===== src/rtl/button_events_pkg.sv =====
// ---------------------------------------------------------------------------
// button_events_pkg
// Shared types and sizing helpers for the pushbutton event decoder.
//   state_t       : gesture FSM states
//   timer_width() : width of the saturating gesture timer
//   count_width() : width of a counter that must reach (cycles - 1)
// ---------------------------------------------------------------------------
package button_events_pkg;

  typedef enum logic [1:0] {
    IDLE         = 2'd0,
    PRESSED      = 2'd1,
    WAIT_GAP     = 2'd2,
    WAIT_RELEASE = 2'd3
  } state_t;

  // Wide enough to hold the larger of the two gesture durations.
  function automatic int timer_width(input int long_cycles, input int gap_cycles);
    int max_v;
    max_v = (long_cycles > gap_cycles) ? long_cycles : gap_cycles;
    return $clog2(max_v + 1);
  endfunction

  // Wide enough to count 0 .. cycles-1 (never narrower than one bit).
  function automatic int count_width(input int cycles);
    return (cycles > 1) ? $clog2(cycles) : 1;
  endfunction

endpackage


===== src/rtl/button_debounce.sv =====
// ---------------------------------------------------------------------------
// button_debounce
// Synchronises the raw pad and filters contact bounce.
//   clock, reset : system clock, async active-high reset
//   btn          : raw asynchronous pad level
//   level        : debounced level, 1 = pressed (registered)
//   rise, fall   : single-cycle strobes, high in the cycle *before* level
//                  changes, so a consumer clocked on the same edge moves in
//                  step with level
// A raw edge that stays stable shows up on level 2 + DEBOUNCE_CYCLES cycles
// later (2 synchroniser flops, then DEBOUNCE_CYCLES agreeing cycles).
// ---------------------------------------------------------------------------
module button_debounce
  import button_events_pkg::*;
#(
  parameter bit ACTIVE_LOW      = 1'b1,
  parameter int DEBOUNCE_CYCLES = 480000
) (
  input  logic clock,
  input  logic reset,
  input  logic btn,
  output logic level,
  output logic rise,
  output logic fall
);

  localparam int               CNT_W        = count_width(DEBOUNCE_CYCLES);
  localparam logic [CNT_W-1:0] CNT_LAST     = CNT_W'(DEBOUNCE_CYCLES - 1);
  // Raw pad value that means "released"; the synchroniser resets to it so a
  // button held through reset is seen as a fresh press afterwards.
  localparam logic             RELEASED_RAW = ACTIVE_LOW;

  logic             sync1_r;
  logic             sync2_r;
  logic             pressed_s;
  logic             differ_s;
  logic             toggle_s;
  logic             level_r;
  logic [CNT_W-1:0] cnt_r;

  // Two-flop synchroniser on the asynchronous pad.
  always_ff @(posedge clock or posedge reset) begin
    if (reset) begin
      sync1_r <= RELEASED_RAW;
      sync2_r <= RELEASED_RAW;
    end else begin
      sync1_r <= btn;
      sync2_r <= sync1_r;
    end
  end

  assign pressed_s = ACTIVE_LOW ? ~sync2_r : sync2_r;
  assign differ_s  = (pressed_s != level_r);
  // Counter has already seen DEBOUNCE_CYCLES-1 disagreeing cycles and the
  // input still disagrees: this is the last one, flip on this edge.
  assign toggle_s  = differ_s && (cnt_r == CNT_LAST);

  // Stability counter and debounced level; any agreeing cycle restarts the count.
  always_ff @(posedge clock or posedge reset) begin
    if (reset) begin
      cnt_r   <= CNT_W'(0);
      level_r <= 1'b0;
    end else if (toggle_s) begin
      cnt_r   <= CNT_W'(0);
      level_r <= ~level_r;
    end else if (differ_s) begin
      cnt_r   <= cnt_r + CNT_W'(1);
      level_r <= level_r;
    end else begin
      cnt_r   <= CNT_W'(0);
      level_r <= level_r;
    end
  end

  assign level = level_r;
  assign rise  = toggle_s & ~level_r;
  assign fall  = toggle_s &  level_r;

endmodule


===== src/rtl/button_events.sv =====
// ---------------------------------------------------------------------------
// button_events
// Debounced pushbutton decoded into short / long / double press pulses.
//   clock     : system clock (48 MHz HFOSC)
//   reset     : asynchronous reset, active-high
//   io_btn    : raw asynchronous button pad
//   io_level  : debounced level, 1 = pressed
//   io_short  : one-cycle pulse, GAP_CYCLES cycles after the release of a
//               press shorter than LONG_CYCLES with no second press
//   io_long   : one-cycle pulse, LONG_CYCLES cycles after io_level rises
//   io_double : one-cycle pulse, the cycle after the second io_level rise
// The timer counts cycles spent in the current state (0 on the first cycle),
// so io_level held for exactly LONG_CYCLES cycles is a long press and one
// cycle less is a short press.
// ---------------------------------------------------------------------------
module button_events
  import button_events_pkg::*;
#(
  parameter bit ACTIVE_LOW      = 1'b1,
  parameter int DEBOUNCE_CYCLES = 480000,
  parameter int LONG_CYCLES     = 48000000,
  parameter int GAP_CYCLES      = 14400000
) (
  input  logic clock,
  input  logic reset,
  input  logic io_btn,
  output logic io_level,
  output logic io_short,
  output logic io_long,
  output logic io_double
);

  localparam int                 TIMER_W   = timer_width(LONG_CYCLES, GAP_CYCLES);
  localparam logic [TIMER_W-1:0] LONG_LAST = TIMER_W'(LONG_CYCLES - 1);
  localparam logic [TIMER_W-1:0] GAP_LAST  = TIMER_W'(GAP_CYCLES - 1);
  localparam logic [TIMER_W-1:0] TIMER_MAX = {TIMER_W{1'b1}};

  logic               level_s;
  logic               rise_s;
  logic               fall_s;
  state_t             state_r;
  state_t             state_nxt_s;
  logic [TIMER_W-1:0] timer_r;
  logic               long_hit_s;
  logic               gap_hit_s;
  logic               short_s;
  logic               long_s;
  logic               dbl_s;
  logic               dbl_hit_r;

  button_debounce #(
    .ACTIVE_LOW      (ACTIVE_LOW),
    .DEBOUNCE_CYCLES (DEBOUNCE_CYCLES)
  ) u_debounce (
    .clock (clock),
    .reset (reset),
    .btn   (io_btn),
    .level (level_s),
    .rise  (rise_s),
    .fall  (fall_s)
  );

  assign io_level   = level_s;
  // Expiry is flagged on the last cycle so the registered pulse lands exactly
  // LONG_CYCLES / GAP_CYCLES cycles after the level edge.
  assign long_hit_s = (timer_r == LONG_LAST);
  assign gap_hit_s  = (timer_r == GAP_LAST);

  // Gesture state register.
  always_ff @(posedge clock or posedge reset) begin
    if (reset) begin
      state_r <= IDLE;
    end else begin
      state_r <= state_nxt_s;
    end
  end

  // Next-state decode; expiry outranks a same-cycle fall, a rise outranks gap expiry.
  always_comb begin
    state_nxt_s = state_r;
    case (state_r)
      IDLE: begin
        if (rise_s) state_nxt_s = PRESSED;
        else        state_nxt_s = IDLE;
      end
      PRESSED: begin
        if (long_hit_s)  state_nxt_s = WAIT_RELEASE;
        else if (fall_s) state_nxt_s = WAIT_GAP;
        else             state_nxt_s = PRESSED;
      end
      WAIT_GAP: begin
        if (rise_s)         state_nxt_s = WAIT_RELEASE;
        else if (gap_hit_s) state_nxt_s = IDLE;
        else                state_nxt_s = WAIT_GAP;
      end
      WAIT_RELEASE: begin
        // !level_s covers a release that coincided with long expiry: the fall
        // strobe has already gone by, so leave on the first low cycle.
        if (fall_s || !level_s) state_nxt_s = IDLE;
        else                    state_nxt_s = WAIT_RELEASE;
      end
      default: state_nxt_s = IDLE;
    endcase
  end

  // Event decode; only one of the three can be set, by construction of the states.
  always_comb begin
    short_s = 1'b0;
    long_s  = 1'b0;
    dbl_s   = 1'b0;
    case (state_r)
      PRESSED: begin
        long_s = long_hit_s;
      end
      WAIT_GAP: begin
        dbl_s   = rise_s;
        short_s = gap_hit_s & ~rise_s;
      end
      default: begin
        short_s = 1'b0;
        long_s  = 1'b0;
        dbl_s   = 1'b0;
      end
    endcase
  end

  // Saturating gesture timer, restarted on every state change.
  always_ff @(posedge clock or posedge reset) begin
    if (reset) begin
      timer_r <= TIMER_W'(0);
    end else if (state_nxt_s != state_r) begin
      timer_r <= TIMER_W'(0);
    end else if (timer_r != TIMER_MAX) begin
      timer_r <= timer_r + TIMER_W'(1);
    end else begin
      timer_r <= timer_r;
    end
  end

  // Event pulse registers; double passes through one extra flop so it appears
  // the cycle after io_level shows the second press.
  always_ff @(posedge clock or posedge reset) begin
    if (reset) begin
      io_short  <= 1'b0;
      io_long   <= 1'b0;
      dbl_hit_r <= 1'b0;
      io_double <= 1'b0;
    end else begin
      io_short  <= short_s;
      io_long   <= long_s;
      dbl_hit_r <= dbl_s;
      io_double <= dbl_hit_r;
    end
  end

endmodule


===== config.mk =====
export PLATFORM = sky130hd
export DESIGN_NAME = button_events
export DESIGN_NICKNAME = d
export VERILOG_FILES = /design/src/rtl/button_events_pkg.sv /design/src/rtl/button_debounce.sv /design/src/rtl/button_events.sv
export SDC_FILE = /design/constraint.sdc
export NUM_CORES = 1
export LEC_CHECK = 0
export CAP_MARGIN = 20
export CORE_UTILIZATION = 40
export DETAILED_ROUTE_END_ITERATION = 10
export PLACE_DENSITY = 0.55
export SLEW_MARGIN = 20
export SYNTH_ARGS = -nofsm -noshare
export SYNTH_HDL_FRONTEND = slang
export SYNTH_SLANG_ARGS = --single-unit

===== constraint.sdc =====
create_clock -name clock -period 3.3 [get_ports clock]
set_input_delay 0.66 -clock clock [delete_from_list [all_inputs] [get_ports clock]]
set_output_delay 0.66 -clock clock [all_outputs]
set_load 0.01 [all_outputs]

==> results.md <==
- CTS tree: yes
- R2R setup slack: around 1100 ps
- Synth Warn #: 0
- GPL Wtd Cong: 0.8007
- Max-slew violation count: 0
- Root buffer cell: clkbuf_8
- PD cells: 364.2 nW/um^2
- Met3 wire len: approximately 170 um
- Worst EP required: 3510 ps
- Area Overhead vs Synth: 8.812%
- Setup Skew: between 9 and 10 ps
- Post-DR wirelength/cell: 14.08 um
- Final setup vio count: 0
- Peak VDD IR: 0.1667 mV
- Leak: 0.001229 uW
- CP max FO: 13
- Die span in y: between 80 and 90 um
- Seq/Total Area, Yosys: a little under half
- Worst hold path cell count: 0
- Met2 WL: 2.352 mm
- # diodes: 0
- Relative slew margins: between 40% and 50%
- Clock Pin Slew Worst Setup and Hold Paths: roughly 100 ps
- Gate count after technology mapping: 290
- Syn nets: 295
- Worst R2R End: timer_r[23]$_DFFE_PP0P_
- Status: finished, final reports clean
- Number of synthesized register bits: 54
- Worst Path Arrival: 2460 ps
- Final core occ: 45.46%
- R2r worst-path depth: 6
- # clock sinks: 54
- Post-synth top area share: 45.59%
- Total die area: 7477 sq um
- Die X: 86.47 um
- Fraction of layout cells with a size suffix above 1: 7.071%
- Iteration-0 DRC Markers: roughly 110
- Syn_area_per_cell: 9.841 sq um
- Syn Std Cell Area: between 2000 and 3000 sq um
- Final net count: just over 300
- Hold WC Path Type: register to register
- Max-Cap Viols: 0
- Critical hold path startpoint: dbl_hit_r$_DFF_PP0_
- Insertion delay to the later sink of the worst-skew pair: 310 ps
- First drt pass iteration count: 4
- Post-DRT Antenna Nets: 0
- Final TNS setup: 0 ps
- Worst Max-Slew Pin Slew: between 800 and 900 ps
- RSZ-0062 raised after global routing: no
- Num rows: 30
- # IOs: 7
- Vias in the first global route: about 2,100
- # DRC: 0
- Total grt overflow: 0
- Crit end category: register
- Max Clk Rate: 0.4460 GHz
- Vias: 2,107
- Post-synth EDFFs: 0
- CP Class: register to register
- R2R Path Start: timer_r[0]$_DFFE_PP0P_
- Hold buffers post-CTS: 0
- Largest net degree at the start of global routing: 43
- PostCTS Resize Cnt: 0
- HPWL after detailed placement: 3.886 mm
- Main synth FF type: dfrtp_1
- Uppermost layer routed: met4
- Hold endpoint: io_double$_DFF_PP0_
- Max Root-Sink Buffers: 2
- Cell variety after synth: 45
- First-pass GRT wire length: 9.867 mm
- Cell taking the most area after synthesis: dfrtp_1
- Async SR Flop Fraction: 100.0%
- Input/output buffers: 6
- Worst setup SP type: register
- Setup Buffers After CTS: 0
- Post-DR vias/cell: about 5.4
- Starting density of the core: 41.78%
- Min cycle time layout: between 2000 and 2500 ps
- Final hold vios: 0
- Initial antenna violation count: 0
- Routed WL: ~5.5 mm
- Core Footprint: 6832 sq um
- Total CTS buffers: 5
- Tcrit/Tclk final: 67.94%
- Worst Setup SP: timer_r[0]$_DFFE_PP0P_
- Total track usage: 16.91%
- H-tree depth: 2
- Wl on met1: 2.941 mm
- Top post-synthesis cells by area: dfrtp_1, xnor2_1, nor2_1
- Most frequent cell after synthesis: dfrtp_1
- Most instantiated cells after synthesis: dfrtp_1, nor2_1, xnor2_1
-- worst max path at each step --
stage	to	slack, ps	cells after the start
floorplan	dbl_hit_r$_DFF_PP0_	1330	1
global placement	timer_r[23]$_DFFE_PP0P_	1070	6
detailed placement	timer_r[23]$_DFFE_PP0P_	1090	6
CTS	timer_r[23]$_DFFE_PP0P_	1050	6
global route	timer_r[12]$_DFFE_PP0P_	840	5
finish	timer_r[23]$_DFFE_PP0P_	1060	6
-- worst max-delay path, stage by stage (launching register included) --
cell,delay [ps]
dfrtp_1,420
ha_1,230
and3_1,220
and3_1,340
a211o_1,390
or3_1,340
a211oi_2,220
-- final cells by class --
cell class	instances	area, sq um
Clock buffer	5	68.82
Fill cell	671	3726
Tap cell	96	120.1
Sequential cell	54	1354
Clock inverter	2	38.79
Inverter	9	33.78
Multi-Input combinational cell	218	1408
Timing Repair Buffer	9	82.58
-- state kept, by name, summed over array words and instances, names as in the netlist --
register,flops
io_long,1
state_r,2
u_debounce.sync1_r,1
dbl_hit_r,1
u_debounce.level,1
u_debounce.cnt_r,19
io_double,1
u_debounce.sync2_r,1
io_short,1
timer_r,26
-- per-stage QoR --
step / setup WS [ps] / cell area (sq um) / hold slack (ps) / total power (uW) / instances
final: 1058 / 3105 / 361.9 / 1131 / 393
after global routing: 837.0 / 3105 / 378.0 / 1182 / 393
after CTS: 1052 / 3105 / 366.1 / 1152 / 393
after detailed placement: 1090 / 2998 / 342.5 / 711.2 / 386
after global placement: 1069 / 2998 / 338.4 / 710.4 / 386
after floorplan: 1329 / 2854 / 331.2 / 699.8 / 290
-- logic make-up (layout without fill, tap and decap cells) --
group	count (synthesis)	after routing	share of synthesized area [%]
multiplexers	2	2	0.7015
adder cells (fa/ha/maj)	2	2	0.8767
AO/OA/AOI/OAI	25	25	5.875
XOR/XNOR	38	38	11.66
buffers and inverters	18	25	3.244
flip-flops	54	54	47.44
AND/OR/NAND/NOR	151	151	30.21
-- cells in the final DEF, fill, tap and decap left out, drive strengths merged, types with 3 or more instances in the layout --
master         instances
xnor2                 32
buf                    3
nand4                 16
a21oi                  8
clkbuf                 5
and3                   8
nand2                 16
nor3                  23
inv                    9
o21ai                  3
a211oi                 7
nor4                   6
and4                   7
xor2                   6
clkdlybuf4s50          6
dfrtp                 52
nor2                  39
nand3                 17
and2                   4
-- where the power goes --
part	switching (uW)	internal [uW]
registers	3.66	666
logic	18.8	7.03
clock network	212	223
-- layer usage --
| layer | vias to the layer above | track usage, % |
|---|---|---|
| met5 | - | 0 |
| met1 | 1017 | 24.45 |
| met4 | 0 | 5.909 |
| li1 | 1053 | - |
| met3 | 5 | 3.238 |
| met2 | 32 | 25.32 |
(Power assumes the default switching activity.)
